===== src/rtl/piso_serializer.sv =====
// Parallel-in, serial-out transmitter: accepts a WIDTH-bit word over a valid/ready
// handshake and emits one bit per clock on sout, back-to-back words without gaps.
module piso_serializer #(
  parameter int WIDTH     = 4,
  parameter bit MSB_FIRST = 1'b1
) (
  input  logic             clk,
  input  logic             clear,
  input  logic [WIDTH-1:0] din,
  input  logic             load_valid,
  output logic             load_ready,
  output logic             sout,
  output logic             sout_valid,
  output logic             done
);

  localparam int CW = (WIDTH > 1) ? $clog2(WIDTH) : 1;
  localparam logic [CW-1:0] LAST = CW'(WIDTH - 1);

  typedef enum logic {IDLE, SHIFT} state_t;

  state_t           state;
  logic [WIDTH-1:0] shreg;
  logic [CW-1:0]    cnt;
  logic             accept;
  logic [WIDTH-1:0] din_shifted;
  logic [WIDTH-1:0] shreg_shifted;
  logic             din_first;
  logic             shreg_next;

  assign load_ready = (state == IDLE) || ((state == SHIFT) && (cnt == LAST));
  assign accept     = load_valid && load_ready;

  // Only the shift direction depends on bit order; timing is shared below.
  always_comb begin
    din_shifted   = '0;
    shreg_shifted = '0;
    din_first     = 1'b0;
    shreg_next    = 1'b0;
    if (MSB_FIRST) begin
      din_shifted   = din << 1;
      shreg_shifted = shreg << 1;
      din_first     = din[WIDTH-1];
      shreg_next    = shreg[WIDTH-1];
    end else begin
      din_shifted   = din >> 1;
      shreg_shifted = shreg >> 1;
      din_first     = din[0];
      shreg_next    = shreg[0];
    end
  end

  always_ff @(posedge clk) begin
    if (!clear) begin
      state      <= IDLE;
      shreg      <= '0;
      cnt        <= '0;
      sout       <= 1'b0;
      sout_valid <= 1'b0;
      done       <= 1'b0;
    end else begin
      case (state)
        IDLE: begin
          if (accept) begin
            shreg      <= din_shifted;
            sout       <= din_first;
            sout_valid <= 1'b1;
            cnt        <= '0;
            done       <= 1'b0;
            state      <= SHIFT;
          end
        end
        SHIFT: begin
          if (cnt != LAST) begin
            sout  <= shreg_next;
            shreg <= shreg_shifted;
            cnt   <= cnt + CW'(1);
            done  <= ((cnt + CW'(1)) == LAST);
          end else if (accept) begin
            // Next word loads while the last bit is on sout, so there is no gap.
            shreg      <= din_shifted;
            sout       <= din_first;
            sout_valid <= 1'b1;
            cnt        <= '0;
            done       <= 1'b0;
          end else begin
            state      <= IDLE;
            sout       <= 1'b0;
            sout_valid <= 1'b0;
            done       <= 1'b0;
            cnt        <= '0;
          end
        end
        default: state <= IDLE;
      endcase
    end
  end

endmodule


===== config.mk =====
export PLATFORM = sky130hd
export DESIGN_NAME = piso_serializer
export DESIGN_NICKNAME = d
export VERILOG_FILES = /design/src/rtl/piso_serializer.sv
export SDC_FILE = /design/constraint.sdc
export NUM_CORES = 1
export LEC_CHECK = 0
export CELL_PAD_IN_SITES_DETAIL_PLACEMENT = 1
export CELL_PAD_IN_SITES_GLOBAL_PLACEMENT = 2
export CORE_MARGIN = 10
export CORE_UTILIZATION = 26
export DETAILED_ROUTE_END_ITERATION = 7
export GPL_TIMING_DRIVEN = 0
export PLACE_DENSITY = 0.69
export SKIP_CTS_REPAIR_TIMING = 1
export SYNTH_ARGS = -nofsm -noshare
export SYNTH_HDL_FRONTEND = slang
export SYNTH_SLANG_ARGS = --single-unit

===== constraint.sdc =====
create_clock -name clk -period 1.3 [get_ports clk]
set_input_delay 0.26 -clock clk [delete_from_list [all_inputs] [get_ports clk]]
set_output_delay 0.26 -clock clk [all_outputs]
set_load 0.02 [all_outputs]

Yosys cells after proc, flatten, opt, wreduce, memory -nomap -nowiden
Index checks and enable logic that the tools add are counted.

word-level totals
  word-level logic and storage cells = 36
  output and inout bits = 4
  bits of input ports = 7
  bits in registers = 10

cells by class
  bitwise gates (word level) = 1
  $add $sub $neg = 1
  muxes and demuxes = 19
  reduce and logical (&&, ||, !) cells = 4
  equal/unequal tests = 5

operators by type and width
  operator               number
  $mux W1                9
  $mux W4                2
  $pmux W1 S2            4
  $pmux W4 S2            1
  $ne A2 B2 Y1 const B   3
  $eq A2 B2 Y1 const B   2
  $mux W2                2
  $pmux W2 S2            1
  $add A2 B1 Y2 const B  1
  $logic_and A1 B1 Y1    2
  $reduce_and A2 Y1      1
  $logic_or A1 B1 Y1     1
  $not A1 Y1             1

Longest topological paths before layout
Gate-level depths: netlist of the first run.

  depth after elaboration = 7
  gate-level depth with buffers = 5
  gate-level depth less buffers = 5

Worst setup path before layout of the first run
OpenSTA, ideal clock, no wires.

  path kind = register -> register
  start = register cnt[0]
  end = register sout_valid
  data required time = 1183 ps
  path slack = 147 ps
  arrival time = 1036 ps
  buffers on the path = 0
  clock period less this slack = 1153 ps
  stages on the path, launching flop included = 6
  library setup time = 117 ps
  cells stage by stage = dfxtp_1 ha_1 and2b_4 inv_4 a21oi_1 nor2_1

between the ends
  cells in the longest elaborated chain, start to end = 7
  elaborated cells between the ends (all ways) = 11
  classes of those cells = 4 x eq/ne; 3 x mux; 4 x reduce/logical

RTL lines
  what                    line  source
  from (decl)             24    logic [CW-1:0] cnt;
  from (signal assigned)  77    cnt <= cnt + CW'(1);
  $eq A2 B2 Y1 *          31    assign load_ready = (state == IDLE) || ((state == SHIFT) && (cnt == LAST));
  $logic_and A1 B1 Y1 *   31
  $logic_or A1 B1 Y1 *    31
  named net load_ready    11    output logic load_ready,
  $logic_and A1 B1 Y1 *   32    assign accept = load_valid && load_ready;
  $mux W1                 79    end else if (accept) begin
  $mux W1                 74    if (cnt != LAST) begin
  $pmux W1 S2             62    case (state)
  to (signal assigned)    59    sout_valid <= 1'b0;
  to (signal assigned)    67    sout_valid <= 1'b1;
  to (signal assigned)    83    sout_valid <= 1'b1;
  to (decl)               13    output logic sout_valid,

The timed path passes the listed nets; every way through them passes the cells marked *. The select of a mux whose other input is x is not followed.
A chain may end at the register's enable or synchronous reset.

Worst setup path after layout of the first run
  start = register cnt[0]
  end = output port load_ready

between the ends
  cells in the longest elaborated chain, start to end = 3

RTL lines
  what                 line
  $eq A2 B2 Y1         31
  $logic_and A1 B1 Y1  31
  $logic_or A1 B1 Y1   31
  to (decl)            11

No other way between the ends.

==> impl_results.md, run 1 <==
* Kind of critical path: reg -> out
* DR vias/cell at 4.800
* Leak at 0.3020 nW
* Vias at 384
* Multi-input combinational cell area at 242.7 um^2
* Layout cells sized above 1 at 29.69%
* Slew of the pin with the lowest slew margin at 0.2470 ns
* Drt pass-1 iters at 1
* Worst EP required at 1.04 ns
* Worst min path class: reg -> reg
* Final Util at 41.97%
* Post-layout min period at 1.472 ns
* CTS sink cnt at 10
* Critical path capture point type: output port
* Crit path max fanout at 7
* Yosys Warn Count at 0
* Root Driver: clkbuf_4
* Setup violators final at 1
* Core area at 1559 um^2
* Routability Congestion at 0.6760
* Largest net degree at the start of global routing at 11
* FF-to-FF Start: cnt[0]
* Non-filler cells, final at 80
* Largest cells by area after synthesis: dfxtp_1 45%, mux2i_1 6.8%, a21oi_1 5.7%, ha_1 5.7%, o21a_1 5.1%
* CTS H-tree depth at 1
* Die width at 61.22 um
* Fill cells at 184
* Chip height at 61.22 um
* Register Area at 205.2 um^2
* Number of nets in the layout at 75
* Die area at 3747 um^2
* Clk_lat worst skew at 0.26 ns
* Failing checks: setup timing
* Initial DRC Count at 0
* CP max stage delay at 0.36 ns
* Routed WL at 1.009 mm
* Critical R2R Capture: sout_valid
* Worst R2R Path Depth at 6
* DRC at 0
* Post-synthesis cell area at 441.7 um^2
* Fraction of registers with async set/reset at 0%
* Final Cell Area at 654.4 um^2
* Fin. Hold Viols at 0
* CP arrival at 1.21 ns
* Area Growth Syn to Fin at 48.16%
* CP max-delay cell: dfxtp_4
* Synth top area share at 45.33%
* Port bufs at 10
* Syn Nets at 56
* Status: finished, violations left
* Part of the cycle the worst path needs at 113.2%
* Global route total overflow at 0
* Worst slew margin at 83.51%
* Vias in the first global route at 378
* Crit path cell chain: ha_4 > and2b_4 > inv_8 > buf_6
* Clock Tree Buf Depth at 2
* Worst hold path endpoint: shreg[0]
* Setup slack after layout at -0.1722 ns
* Most instantiated cells after synthesis: 10 x dfxtp_1, 5 x a21oi_1, 3 x mux2i_1, 3 x o21a_1, 3 x o21ai_1
* Reg2Reg Setup Slack at 0.07 ns
* Pwr dens at 1017 nW/um^2
* Highest Clock Rate at 679.3 MHz
* Worst setup SP type: register
* Final HPWL DP at 753.4 um
* Most frequent cell after synthesis: dfxtp_1
* N_diodes at 0
* Ys flop type: dfxtp_1
* Synthesized flop and latch total at 10
* Row count at 14
* Initial Util at 28.33%
* Antenna violations before repair at 0
* Hold-critical path depth at 2
* Min Hold Slack at 0.4365 ns
* Cell total after placement at 73
* Synth area leader: dfxtp_1
* Detail Route Antenna Nets at 0
* CTS clk-pin slew, worst paths at 0.06 ns
* Worst Skew at 0.005299 ns
* Post-synthesis sequential area ratio at 45.33%
* GRT Util Overall at 6.339%
* Num CTS Buffers at 3
* CTS tree: built
* IR drop worst, VDD at 0.0005179 V
* Hold Startpoint: shreg[0]
* Number of flops mapped to enable cells by yosys at 0
* Placed Area at 561.8 um^2
* Post-synthesis cell count at 47
* I/O pin count at 11
* RSZ-0062 raised after global routing: true
* Post-synthesis average cell area at 9.397 um^2
* Distinct cells, synth at 22
* WL/cell at 12.61 um
* Count of final max-slew check failures at 0
* First-pass GRT wire length at 1.704 mm
* Max-Cap Viols at 0
## sequential cells by signal, summed over array words and instances, names as in the netlist
register,count
shreg,4
sout_valid,1
state,1
cnt,2
sout,1
done,1
## how the worst max path moves through the flow
stage	from	end	slack [ns]	cells after the start
final	cnt[0]	load_ready	-0.17	4
after global routing	cnt[0]	load_ready	-0.22	4
after CTS	cnt[0]	load_ready	-0.75	4
after detailed placement	cnt[0]	load_ready	-0.45	4
after global placement	cnt[0]	load_ready	-0.46	4
after floorplan	cnt[0]	sout_valid	0.15	5
## worst max-delay path: cells and delay by family, from the launching register on
kind	cells	cell delay (ns)
adders and majority gates	1	0.16
DFF	1	0.36
and+or+nand+nor	1	0.28
buffers and inverters	2	0.16
## stage by stage
step | setup TNS (ns) | total power, mW | setup slack (ns)
after floorplan | 0 | 0.4035 | 0.1466
after global placement | -1.577 | 0.4507 | -0.4558
after detailed placement | -1.567 | 0.4525 | -0.4535
after CTS | -1.249 | 0.6612 | -0.7463
after global routing | -0.2222 | 0.7130 | -0.2222
final | -0.1722 | 0.6654 | -0.1722
## final cells by class
cell class              instances  area share (%)
multi-input cells              33           37.09
clock buffers                   3           3.442
plain buffers                   2           1.530
well taps                      16           3.059
repair buffers                 14           21.22
inverters                       2           2.294
flip-flops and latches         10           31.36
## where the power goes
| part | switching [mW] | leakage, nW | internal (mW) |
|---|---|---|---|
| sequential | 0.0152 | 0.0834 | 0.325 |
| clock | 0.0954 | 0.0138 | 0.106 |
| combinational | 0.0552 | 0.205 | 0.0685 |
## cells in the final DEF (no fill, tap or decap), types with 3 or more instances in the layout
| cell | instances |
|---|---|
| o21a_1 | 3 |
| mux2i_1 | 3 |
| dlymetal6s2s_1 | 3 |
| clkbuf_4 | 3 |
| dfxtp_1 | 8 |
| clkdlybuf4s50_1 | 6 |
| buf_4 | 4 |
| a21oi_1 | 4 |
## metal layers
layer / share of wire [%] / GRT usage (%) / vias up
met5: 0 / 0 / -
met4: 1.6 / 3.909 / 0
met1: 42 / 6.403 / 175
li1: - / - / 198
met3: 8.1 / 4.115 / 2
met2: 48 / 9.615 / 9
## cells by family (layout without fill, tap and decap cells)
group / count (synthesis) / after routing / share of synthesized area, %
AND/OR/NAND/NOR: 15 / 15 / 20.11
adder cells (fa/ha/maj): 2 / 2 / 5.665
flip-flops: 10 / 10 / 45.33
AO/OA/AOI/OAI: 12 / 12 / 15.29
multiplexers: 4 / 4 / 9.349
buffers and inverters: 4 / 21 / 4.247
Power figures use the tool's default switching activity.
==> inputs of run 2 (changes only) <==
--- a/config.mk
+++ b/config.mk
@@ -9,6 +9,7 @@
 export CELL_PAD_IN_SITES_GLOBAL_PLACEMENT = 2
 export CORE_MARGIN = 10
 export CORE_UTILIZATION = 26
+export CTS_CLUSTER_DIAMETER = 60
 export DETAILED_ROUTE_END_ITERATION = 7
 export GPL_TIMING_DRIVEN = 0
 export PLACE_DENSITY = 0.69
@@ -16,3 +17,4 @@
 export SYNTH_ARGS = -nofsm -noshare
 export SYNTH_HDL_FRONTEND = slang
 export SYNTH_SLANG_ARGS = --single-unit
+export TNS_END_PERCENT = 1
==> impl_results.md, run 2 (synthesized netlist as in run 1, its figures left out) <==
* GRT Util Overall at 6.339% (unchanged)
* Number of nets in the layout at 75 (unchanged)
* Antenna violations before repair at 0 (unchanged)
* Reg2Reg Setup Slack at 0.06 ns (about the same)
* Drt pass-1 iters at 3 (+2)
* Failing checks: setup timing
* Largest registers: shreg x4, cnt x2
* Die width at 61.22 um (unchanged)
* WL/cell at 12.54 um (-0.59%)
* Max FFs per register at 4 (unchanged)
* Vias in the first global route at 378 (unchanged)
* Commonest non-fill, non-tap cell in the layout: dfxtp_1
* IR drop worst, VDD at 0.0005111 V (-1.3%)
* CTS tree: built
* I/O pin count at 11 (unchanged)
* CTS H-tree depth at 1 (unchanged)
* Status: finished, violations left
* Root Driver: clkbuf_4
* Chip height at 61.22 um (unchanged)
* CP max stage delay at 0.36 ns (about the same)
* CP bufs+invs at 2 (unchanged)
* CP max-delay cell: dfxtp_4
* Clock Tree Buf Depth at 2 (unchanged)
* Post-layout min period at 1.470 ns (-0.002148 ns)
* Max-Cap Viols at 0 (unchanged)
* Core area at 1559 um^2 (unchanged)
* DRC at 0 (unchanged)
* Largest net degree at the start of global routing at 11 (unchanged)
* Slew of the pin with the lowest slew margin at 0.3859 ns (+0.1389 ns)
* Worst Skew at 0.005464 ns (+0.0001653 ns)
* Routed WL at 1.003 mm (-0.59%)
* DR vias/cell at 4.875 (+1.6%)
* Clk_lat worst skew at 0.26 ns (about the same)
* Worst setup SP type: register
* Critical path capture point type: output port
* CTS clk-pin slew, worst paths at 0.06 ns (about the same)
* Worst slew margin at 74.27% (-9.2 points)
* Worst EP required at 1.04 ns (about the same)
* Kind of critical path: reg -> out
* Final HPWL DP at 753.4 um (unchanged)
* Setup violators final at 1 (unchanged)
* Initial DRC Count at 1 (+1)
* Final Cell Area at 649.4 um^2 (-0.76%)
* Commonest non-fill, non-tap cells in the layout: 8 x dfxtp_1, 6 x clkdlybuf4s50_1, 4 x a21oi_1, 4 x buf_4
* Routability Congestion at 0.6760 (unchanged)
* Highest Clock Rate at 680.2 MHz (+0.15%)
* Layout cells sized above 1 at 26.56% (-3.1 points)
* Final Util at 41.65% (-0.32 points)
* Part of the cycle the worst path needs at 113.1% (-0.17 points)
* N_diodes at 0 (unchanged)
* Placed Area at 561.8 um^2 (unchanged)
* Crit path max fanout at 7 (unchanged)
* Crit path cell chain: ha_4 > and2b_4 > inv_8 > buf_6
* Non-filler cells, final at 80 (unchanged)
* RSZ-0062 raised after global routing: true
* CTS sink cnt at 10 (unchanged)
* Worst min path class: reg -> reg
* Count of final max-slew check failures at 0 (unchanged)
* Cell total after placement at 73 (unchanged)
* Detail Route Antenna Nets at 0 (unchanged)
* Fin. Hold Viols at 0 (unchanged)
* Port bufs at 10 (unchanged)
* Crit path max-delay family: flip-flops
* Reg with most FFs: shreg
* Row count at 14 (unchanged)
* First-pass GRT wire length at 1.704 mm (unchanged)
* Pwr dens at 1019 nW/um^2 (+0.24%)
* Die area at 3747 um^2 (unchanged)
* Vias at 390 (+1.6%)
* Area Growth Syn to Fin at 47.03%
* Num CTS Buffers at 3 (unchanged)
* Leak at 0.2981 nW (-1.3%)
* Initial Util at 28.33% (unchanged)
* CP arrival at 1.21 ns (about the same)
* Min Hold Slack at 0.4356 ns (-0.0008770 ns)
* Setup TNS at -0.1701 ns (+0.002148 ns)
* Setup slack after layout at -0.1701 ns (+0.002148 ns)
* Global route total overflow at 0 (unchanged)
## run 2: cell counts in the layout (fill, tap and decap cells not counted)
Identical to the previous run, type by type.
## run 2: stage by stage
step | power (mW) | setup slack, ns
3_3_place_gp | 0.4507 | -0.4558
6_report | 0.6620 | -0.1701
5_1_grt | 0.7106 | -0.2222
4_1_cts | 0.6612 | -0.7463
2_1_floorplan | 0.4035 | 0.1466
3_5_place_dp | 0.4525 | -0.4535
## run 2: tightest hold or removal path, cell delays in order (launching register included)
cell and delay [ns]:
dfxtp_1 0.31, nand2_1 0.05, nor3_1 0.04
## run 2: where the power goes
part | switching [mW] | leakage [nW] | internal [mW]
combinational | 0.0541 | 0.201 | 0.0675
sequential | 0.0146 | 0.0834 | 0.325
clock | 0.0947 | 0.0138 | 0.106
total | 0.163 | 0.298 | 0.499
## run 2: worst paths after layout
kind,depth (start not counted),startpoint,end
setup / recovery,4,cnt[0],load_ready
hold / removal,2,shreg[0],shreg[0]
setup reg to reg,6,cnt[0],sout_valid
hold reg to reg,2,shreg[0],shreg[0]
## run 2: cell type report
cell class	instances	area, um^2
Timing Repair Buffer	14	138.9
Buffer	2	8.758
Tap cell	16	20.02
Inverter	2	15.01
Clock buffer	3	22.52
Multi-Input combinational cell	33	239.0
Sequential cell	10	205.2
Fill cell	187	909.6
## run 2: per-layer routing
layer / up-vias / track usage, % / routed length (um)
met3: 2 / 4.115 / 59
met2: 9 / 9.615 / 476
met4: 0 / 3.909 / 17
li1: 200 / - / -
met5: - / 0 / 0
met1: 179 / 6.403 / 449
